### config.mk
export PLATFORM = sky130hd
export DESIGN_NAME = cam_lutram_multi
export DESIGN_NICKNAME = d
export VERILOG_FILES = /design/src/rtl/cam_lutram_multi.sv
export SDC_FILE = /design/constraint.sdc
export NUM_CORES = 2
export LEC_CHECK = 0
export ABC_AREA = 1
export BUFFER_PORTS_ARGS = -buffer_cell sky130_fd_sc_hd__buf_2
export CAP_MARGIN = 15
export CORE_ASPECT_RATIO = 1.5
export CORE_MARGIN = 4
export CORE_UTILIZATION = 55
export DETAILED_ROUTE_END_ITERATION = 10
export PLACE_DENSITY = 0.68
export SETUP_SLACK_MARGIN = 0.05
export SYNTH_ARGS = -nofsm -noshare
export SYNTH_HDL_FRONTEND = slang
export SYNTH_SLANG_ARGS = --single-unit
### constraint.sdc
create_clock -name clk -period 21.4 [get_ports clk]
set_input_delay 3.21 -clock clk [delete_from_list [all_inputs] [get_ports clk]]
set_output_delay 3.21 -clock clk [all_outputs]
set_load 0.05 [all_outputs]
### src/rtl/cam_lutram_multi.sv
// Multi-entry LUTRAM CAM: one 32x1 column per (pack, entry) holds a one-hot key pack,
// and a lookup ANDs the per-pack row bits of each valid entry into a hit vector.
module cam_lutram_multi #(
    parameter int  PACKS_OF_5_BITS = 4,
    parameter int  ENTRIES         = 8,
    localparam int IW              = $clog2(ENTRIES)
) (
    input  logic                            clk,
    input  logic                            rst_n,
    input  logic                            cmd_valid_i,
    output logic                            cmd_ready_o,
    input  logic                            cmd_inv_i,
    input  logic [IW-1:0]                   cmd_idx_i,
    input  logic [PACKS_OF_5_BITS-1:0][4:0] cmd_key_i,
    input  logic [PACKS_OF_5_BITS-1:0][4:0] cmp_key_i,
    output logic [ENTRIES-1:0]              hit_vec_o,
    output logic                            hit_o,
    output logic [IW-1:0]                   hit_idx_o,
    output logic                            multi_hit_o,
    output logic [PACKS_OF_5_BITS-1:0][4:0] hit_key_o
);

    typedef enum logic [1:0] {ST_INIT, ST_IDLE, ST_CLEAR, ST_SET} state_e;
    typedef logic [PACKS_OF_5_BITS-1:0][4:0] key_t;

    state_e               state_q, state_d;
    logic [4:0]           cnt_q, cnt_d;
    logic [ENTRIES-1:0]   valid_q, valid_d;
    key_t                 key_q [ENTRIES];
    key_t                 key_d [ENTRIES];
    logic [IW-1:0]        pend_idx_q, pend_idx_d;
    key_t                 pend_key_q, pend_key_d;
    logic                 pend_inv_q, pend_inv_d;

    logic [ENTRIES-1:0]   wr_en;
    key_t                 wr_addr;
    logic                 wr_bit;

    logic [31:0]          col_mem [PACKS_OF_5_BITS][ENTRIES];

    // State register
    always_ff @(posedge clk) begin
        if (!rst_n) begin
            state_q    <= ST_INIT;
            cnt_q      <= '0;
            valid_q    <= '0;
            pend_idx_q <= '0;
            pend_key_q <= '0;
            pend_inv_q <= 1'b0;
            for (int e = 0; e < ENTRIES; e++) key_q[e] <= '0;
        end else begin
            // NOTE: sequential state is updated with non-blocking assignments only,
            // so every flop samples the pre-edge value of every other flop.
            state_q    <= state_d;
            cnt_q      <= cnt_d;
            valid_q    <= valid_d;
            pend_idx_q <= pend_idx_d;
            pend_key_q <= pend_key_d;
            pend_inv_q <= pend_inv_d;
            for (int e = 0; e < ENTRIES; e++) key_q[e] <= key_d[e];
        end
    end

    // Next-state and register next-values
    always_comb begin
        // NOTE: every variable gets a default before the case so no path
        // leaves it unassigned, which would otherwise infer a latch.
        state_d    = state_q;
        cnt_d      = cnt_q;
        valid_d    = valid_q;
        pend_idx_d = pend_idx_q;
        pend_key_d = pend_key_q;
        pend_inv_d = pend_inv_q;
        for (int e = 0; e < ENTRIES; e++) key_d[e] = key_q[e];

        case (state_q)
            ST_INIT: begin
                cnt_d = cnt_q + 5'd1;
                if (cnt_q == 5'd31) state_d = ST_IDLE;
            end
            ST_IDLE: begin
                if (cmd_valid_i) begin
                    pend_idx_d         = cmd_idx_i;
                    pend_key_d         = cmd_key_i;
                    pend_inv_d         = cmd_inv_i;
                    valid_d[cmd_idx_i] = 1'b0;
                    // Invalid entries already have all-zero rows, so CLEAR is skipped.
                    if (valid_q[cmd_idx_i]) state_d = ST_CLEAR;
                    else if (!cmd_inv_i)    state_d = ST_SET;
                end
            end
            ST_CLEAR: state_d = pend_inv_q ? ST_IDLE : ST_SET;
            ST_SET: begin
                key_d[pend_idx_q]   = pend_key_q;
                valid_d[pend_idx_q] = 1'b1;
                state_d             = ST_IDLE;
            end
            default: state_d = ST_INIT;
        endcase
    end

    // State-decoded outputs and column write controls
    always_comb begin
        cmd_ready_o = 1'b0;
        wr_en       = '0;
        wr_addr     = '0;
        wr_bit      = 1'b0;
        case (state_q)
            ST_INIT: begin
                wr_en = '1;
                for (int p = 0; p < PACKS_OF_5_BITS; p++) wr_addr[p] = cnt_q;
            end
            ST_IDLE: cmd_ready_o = 1'b1;
            ST_CLEAR: begin
                wr_en[pend_idx_q] = 1'b1;
                wr_addr           = key_q[pend_idx_q];
            end
            ST_SET: begin
                wr_en[pend_idx_q] = 1'b1;
                wr_addr           = pend_key_q;
                wr_bit            = 1'b1;
            end
            default: ;
        endcase
    end

    // NOTE: the LUTRAM columns carry no reset; the INIT sweep clears them instead,
    // which keeps them mappable onto distributed RAM.
    always_ff @(posedge clk) begin
        for (int p = 0; p < PACKS_OF_5_BITS; p++) begin
            for (int e = 0; e < ENTRIES; e++) begin
                if (rst_n && wr_en[e]) col_mem[p][e][wr_addr[p]] <= wr_bit;
            end
        end
    end

    // Lookup: asynchronous column reads, ANDed across packs and gated by valid
    always_comb begin
        logic match;
        hit_vec_o = '0;
        for (int e = 0; e < ENTRIES; e++) begin
            match = valid_q[e];
            for (int p = 0; p < PACKS_OF_5_BITS; p++) begin
                match = match & col_mem[p][e][cmp_key_i[p]];
            end
            hit_vec_o[e] = match;
        end
    end

    always_comb begin
        hit_idx_o = '0;
        for (int e = ENTRIES - 1; e >= 0; e--) begin
            if (hit_vec_o[e]) hit_idx_o = IW'(e);
        end
    end

    assign hit_o       = |hit_vec_o;
    assign multi_hit_o = |(hit_vec_o & (hit_vec_o - {{(ENTRIES-1){1'b0}}, 1'b1}));
    assign hit_key_o   = key_q[hit_idx_o];

endmodule

== Yosys cells after proc, flatten, opt, wreduce, memory -nomap -nowiden ==
Memory sizes are Yosys's and may differ from the RTL's. A register that Yosys moved wholly into a read port is not among the register bits.
Index checks and enable logic that the tools add are counted.

* Mux-type cells: 154
* Add/subtract/negate cells: 2
* Divide/modulo/power cells: 0
* Shift-type cells: 0
* Bitwise operators: 45
* Reductions and logical operators: 23
* $mul: 0
* Equal/unequal tests: 7
* Order comparisons: 18

{| class="wikitable"
|+ Operators with widths
! kind !! count
|-
| $mux W32 || 32
|-
| $mux W20 || 9
|-
| $bmux W1 S5 || 32
|-
| $bwmux W160 || 1
|-
| $mux W160 || 1
|-
| $demux W20 S3 || 1
|-
| $pmux W20 S3 || 1
|-
| $mux W1 || 51
|-
| $lt A5 B6 Y1 const B || 8
|-
| $and A1 B1 Y1 || 32
|-
| $pmux W8 S2 || 2
|-
| $mux W3 || 10
|-
| $demux W1 S5 || 4
|-
| $ge A5 B1 Y1 const B || 4
|-
| $and A8 B8 Y8 || 2
|-
| $reduce_or A8 Y1 || 2
|-
| $logic_and A1 B1 Y1 || 15
|-
| $mux W2 || 5
|-
| $lt A3 B4 Y1 const B || 2
|-
| $mux W8 || 1
|-
| $not A8 Y8 || 1
|-
| $or A1 B1 Y1 || 8
|-
| $or A8 B8 Y8 || 1
|-
| $pmux W2 S4 || 1
|-
| 18 further kinds || 23
|}

* Bits in registers: 39
* Input bits: 47
* Memories: 2
* Bits in latches: 0
* Word-level logic and storage cells: 260
* Output and inout port bits: 34
* ROM bits: 0
* Memory bits (writable): 1184

{| class="wikitable"
|+ Memory list
! memory !! words !! bits a word !! read ports !! clocked after Yosys merged registers in !! wr ports !! RTL line !! source
|-
| col_mem || 4 || 256 || 4 || 0 || 4 || 39 || <nowiki>logic [31:0] col_mem [PACKS_OF_5_BITS][ENTRIES];</nowiki>
|-
| key_q || 8 || 20 || 10 || 1 || 8 || 29 || <nowiki>key_t key_q [ENTRIES];</nowiki>
|}

== Depth between registers and ports, before layout ==
An unclocked memory read counts as a cell.

* Depth in word-level cells: 16
* Gate-level depth with buffers: 25
* Depth with buffers taken out: 22

== Least setup slack after synthesis ==
Ideal clock, no wire load.

* Kind: flip-flop to flip-flop
* Start point: reg state_q[0]
* End point: mem col_mem[0][0] (netlist name), data pin
* Data required time: 18.496 ns
* Slack: 5.115 ns
* Arrival: 13.382 ns
* Buffers on the path: 0
* Library setup time: 2.904 ns
* Cell stages (with the launch flop): 2
* Path through: dfxtp_1 ha_1

{| class="wikitable"
|+ RTL lines
! what !! RTL line !! source
|-
| start, declared || 26 || <nowiki>state_e state_q, state_d;</nowiki>
|-
| start signal, assigned || 54 || <nowiki>state_q <= state_d;</nowiki>
|-
| end, declared || 39 ||
|}

==> reports/metrics.yaml <==
outcome:
  status: "completed"
global_routing:
  grt_use_total: 0.285
  grt_pass1_vias: 42887
  grt_max_degree: 260
  overflow: 0
  antenna_found_initial: 6
  grt_pass1_wl_mm: 245
setup_path:
  timing.rr.start: "state_q[0]$_SDFFE_PN0P_"
  crit_path_start_kind: "primary input"
  reg2reg_depth: 5
  max_stage_delay_ns: 0.93
  cp_max_fo: 81
  cp_common_cell: "nand2_1"
  arrival_ns: 9.47
  critPathBufInv: 5
  slowest_stage: "clkinv_2"
  criticalPathCategory: "in2out"
  r2r-end: "col_mem[0][58]$_DFFE_PP_"
  end_kind: "output pin"
  critical-path-top-delay-family: "buffers and inverters"
  r2r_slack_ns: 16.40
  worstPathCellList: "buf_4 -> clkinv_2 -> buf_4 -> nand2_1 -> nand3_1 -> nand3_1 -> nand3_1 -> nand2_1 -> nand2_1 -> nand2_1 -> nor2_1 -> nand3_1 -> nand3_1 -> nand2_1 -> nand2_1 -> nand2_2 -> buf_4 -> nand2_4 -> nand2_1 -> nand3_1 -> nand2_1 -> nand2_1 -> nand2_1 -> buf_2"
  critPathRequiredTime_ns: 18.19
power_and_ir_drop:
  p_total_mw: 5.92
  leakagePower_nw: 22.3
  ir_worst_vdd_mv: 0.0738
  power_density_nw_per_um2: 97.0
floorplanning:
  initial_core_util: 0.553
  placementRows: 144
  die_area_um2: 108000
  die_w_um: 270
  core_area_um2: 103000
  dieHeight_um: 401
  io_pins: 81
route:
  wl_per_cell_um: 21.4
  vias: 44623
  drt-pass1-iter-count: 6
  highest_layer: "met5"
  totalWireLength_mm: 159
  ant_nets: 0
  drt-met1-wl_mm: 59.4
  met2_length_mm: 80.1
  viasPerCell: 6.03
  drt_iter0_markers: 5049
  dr_wl_met3_mm: 11.2
  drc: 0
cts:
  tritoncts: "yes"
  clk_path_buf_depth: 3
  clock_latency_ns: 0.73
  cts_resized: 0
  clock-root-buffer: "clkbuf_16"
  cts_sinks: 1226
  cts_setup_buffers: 0
  postCtsHoldBufs: 0
  cts_max_level: 3
  cts.clk_slew.worst_paths_ns: 0.06
  cts_buffers: 114
yosys:
  ys.warnings.count: 0
  synth-async-reset-ratio: 0
  syn_nets: 6260
  yosysSeqAreaShare: 0.614
  synth_top_area_share: 0.542
  synth_edf_count: 1024
  syn_inst: 6207
  syn_avg_cell_area_um2: 9.13
  synth_flop_cell: "edfxtp_1"
  synth-seq-cells: 1226
  synth_cell_types: 39
  netlist_area_um2: 56700
  yosysTopAreaCell: "edfxtp_1"
  synth_area_leaders: "edfxtp_1 54%, nor2_1 8.8%, nand2_1 7.9%"
hold_path:
  hold_end: "pend_inv_q$_SDFFE_PN0P_"
  min_delay_path_depth: 2
  hold_path.startpoint: "pend_inv_q$_SDFFE_PN0P_"
  hp-class: "reg2reg"
placement:
  routabilityCongestion: 0.872
  port_buffers: 80
  place_ws_ns: 8.88
  hpwl_mm: 92.1
  place_area_um2: 57100
  dp.cells: 7186
final_layout:
  final_cells: 7400
  area_growth_pct: 7.58
  layout-drive-gt1-share: 0.0582
  fin_util: 0.595
  fin_area_um2: 61000
  final_nets: 6041
timing:
  holdWs_ns: 0.462
  clock_skew_ns: 0.0277
  report.final.setup_viol: 0
  post-route-min-period_ns: 12.68
  rsz0062_at_grt: "no"
  worst_slew_pin_slew_ns: 1.18
  max-slew-margin-rel: 0.211
  finalHoldViolations: 0
  max_clock_freq_mhz: 78.9
  final.period_utilization: 0.592
  slew_violations: 0
  finalSetupTns_ns: 0
  fin_ws_ns: 8.72
job:
  maxCapViolations: 0
==> worst register-to-register path, delay by kind of cell (launching register included) <==
kind       cells  cell delay, ns
fa+ha+maj      1            0.66
flops          1            0.41
buf+inv        4            3.48
==> kinds of logic after synthesis <==
kind of cell    synth area share
fa+ha+maj                0.00132
mux                     0.000353
flops                      0.614
compound gates            0.0996
buf+inv                   0.0549
simple gates               0.230
==> routing by layer <==
metal / vias to the layer above / track usage
li1: 20673 / -
met3: 425 / 0.0375
met1: 21582 / 0.347
met4: 8 / 0.141
met5: - / 0
met2: 1935 / 0.499
==> cells in the mapped netlist (33+ instances only) <==
| master | count |
|---|---|
| clkbuf_1 | 241 |
| buf_4 | 44 |
| nand2_1 | 1197 |
| a21oi_1 | 422 |
| o21ai_1 | 33 |
| nor2_1 | 1322 |
| dfxtp_1 | 202 |
| o21ai_0 | 406 |
| buf_2 | 137 |
| inv_1 | 224 |
| nand3_1 | 645 |
| edfxtp_1 | 1024 |
| nand4_1 | 33 |
| a22oi_1 | 36 |
| buf_1 | 44 |
==> registers in the layout (all words and copies together) (netlist names), named ones only <==
register	cells
cnt_q	5
key_q	160
pend_key_q	20
state_q	2
valid_q	8
col_mem	1024
pend_inv_q	1
pend_idx_q	3
==> cells in the final DEF, fill, tap and decap left out, types with 3 or more instances in the layout <==
| cell type | Yosys | layout |
|---|---|---|
| a21oi_1 | 422 | 422 |
| a22o_1 | 19 | 19 |
| a22oi_1 | 36 | 36 |
| a32o_1 | 12 | 12 |
| a32oi_1 | 9 | 9 |
| buf_2 | 137 | 75 |
| buf_4 | 44 | 65 |
| bufinv_16 | 0 | 18 |
| clkbuf_1 | 241 | 19 |
| clkbuf_16 | 0 | 115 |
| clkbuf_8 | 0 | 5 |
| clkinv_1 | 5 | 21 |
| clkinv_2 | 0 | 28 |
| clkinvlp_2 | 0 | 5 |
| clkinvlp_4 | 0 | 6 |
| dfxtp_1 | 202 | 201 |
| edfxtp_1 | 1024 | 1024 |
| ha_1 | 6 | 5 |
| inv_1 | 224 | 220 |
| inv_2 | 14 | 11 |
| inv_6 | 0 | 6 |
| nand2_1 | 1197 | 1189 |
| nand2_4 | 1 | 9 |
| nand3_1 | 645 | 645 |
| nand4_1 | 33 | 33 |
| nor2_1 | 1322 | 1322 |
| nor3_1 | 21 | 21 |
| o211ai_1 | 24 | 24 |
| o21ai_0 | 406 | 406 |
| o21ai_1 | 33 | 33 |
| o221ai_1 | 15 | 15 |
| o22ai_1 | 26 | 26 |
| o311ai_0 | 17 | 17 |
| o311ai_1 | 3 | 3 |
==> worst max path at each step <==
| stage | from | endpoint | depth (start not counted) |
|---|---|---|---|
| 2_1_floorplan | state_q[0]$_SDFFE_PN0P_ | col_mem[0][0]$_DFFE_PP_ | 1 |
| 3_3_place_gp | cmp_key_i[5] | hit_key_o[16] | 24 |
| 3_5_place_dp | cmp_key_i[5] | hit_key_o[2] | 24 |
| 4_1_cts | cmp_key_i[5] | hit_key_o[16] | 24 |
| 5_1_grt | cmp_key_i[5] | hit_key_o[2] | 24 |
| 6_report | cmp_key_i[5] | hit_key_o[16] | 24 |
==> area by class of cell <==
cell class,instances,area (µm²)
well taps,1314,1640
multi-input cells,4262,18900
diodes,1,2.50
inverters,243,917
clock inverters,74,865
flip-flops and latches,1226,34800
fillers,8878,41500
repair buffers,141,883
clock buffers,139,3020
==> report_power, final <==
part           switching, mW  leakage [nW]  total [mW]  internal [mW]
Sequential            0.0396          11.2        2.76           2.72
Clock                  0.914          1.89        2.13           1.22
Combinational          0.860          9.24        1.03          0.166
Total                   1.81          22.3        5.92           4.10
Note: power is estimated with default switching activity, not from simulation.
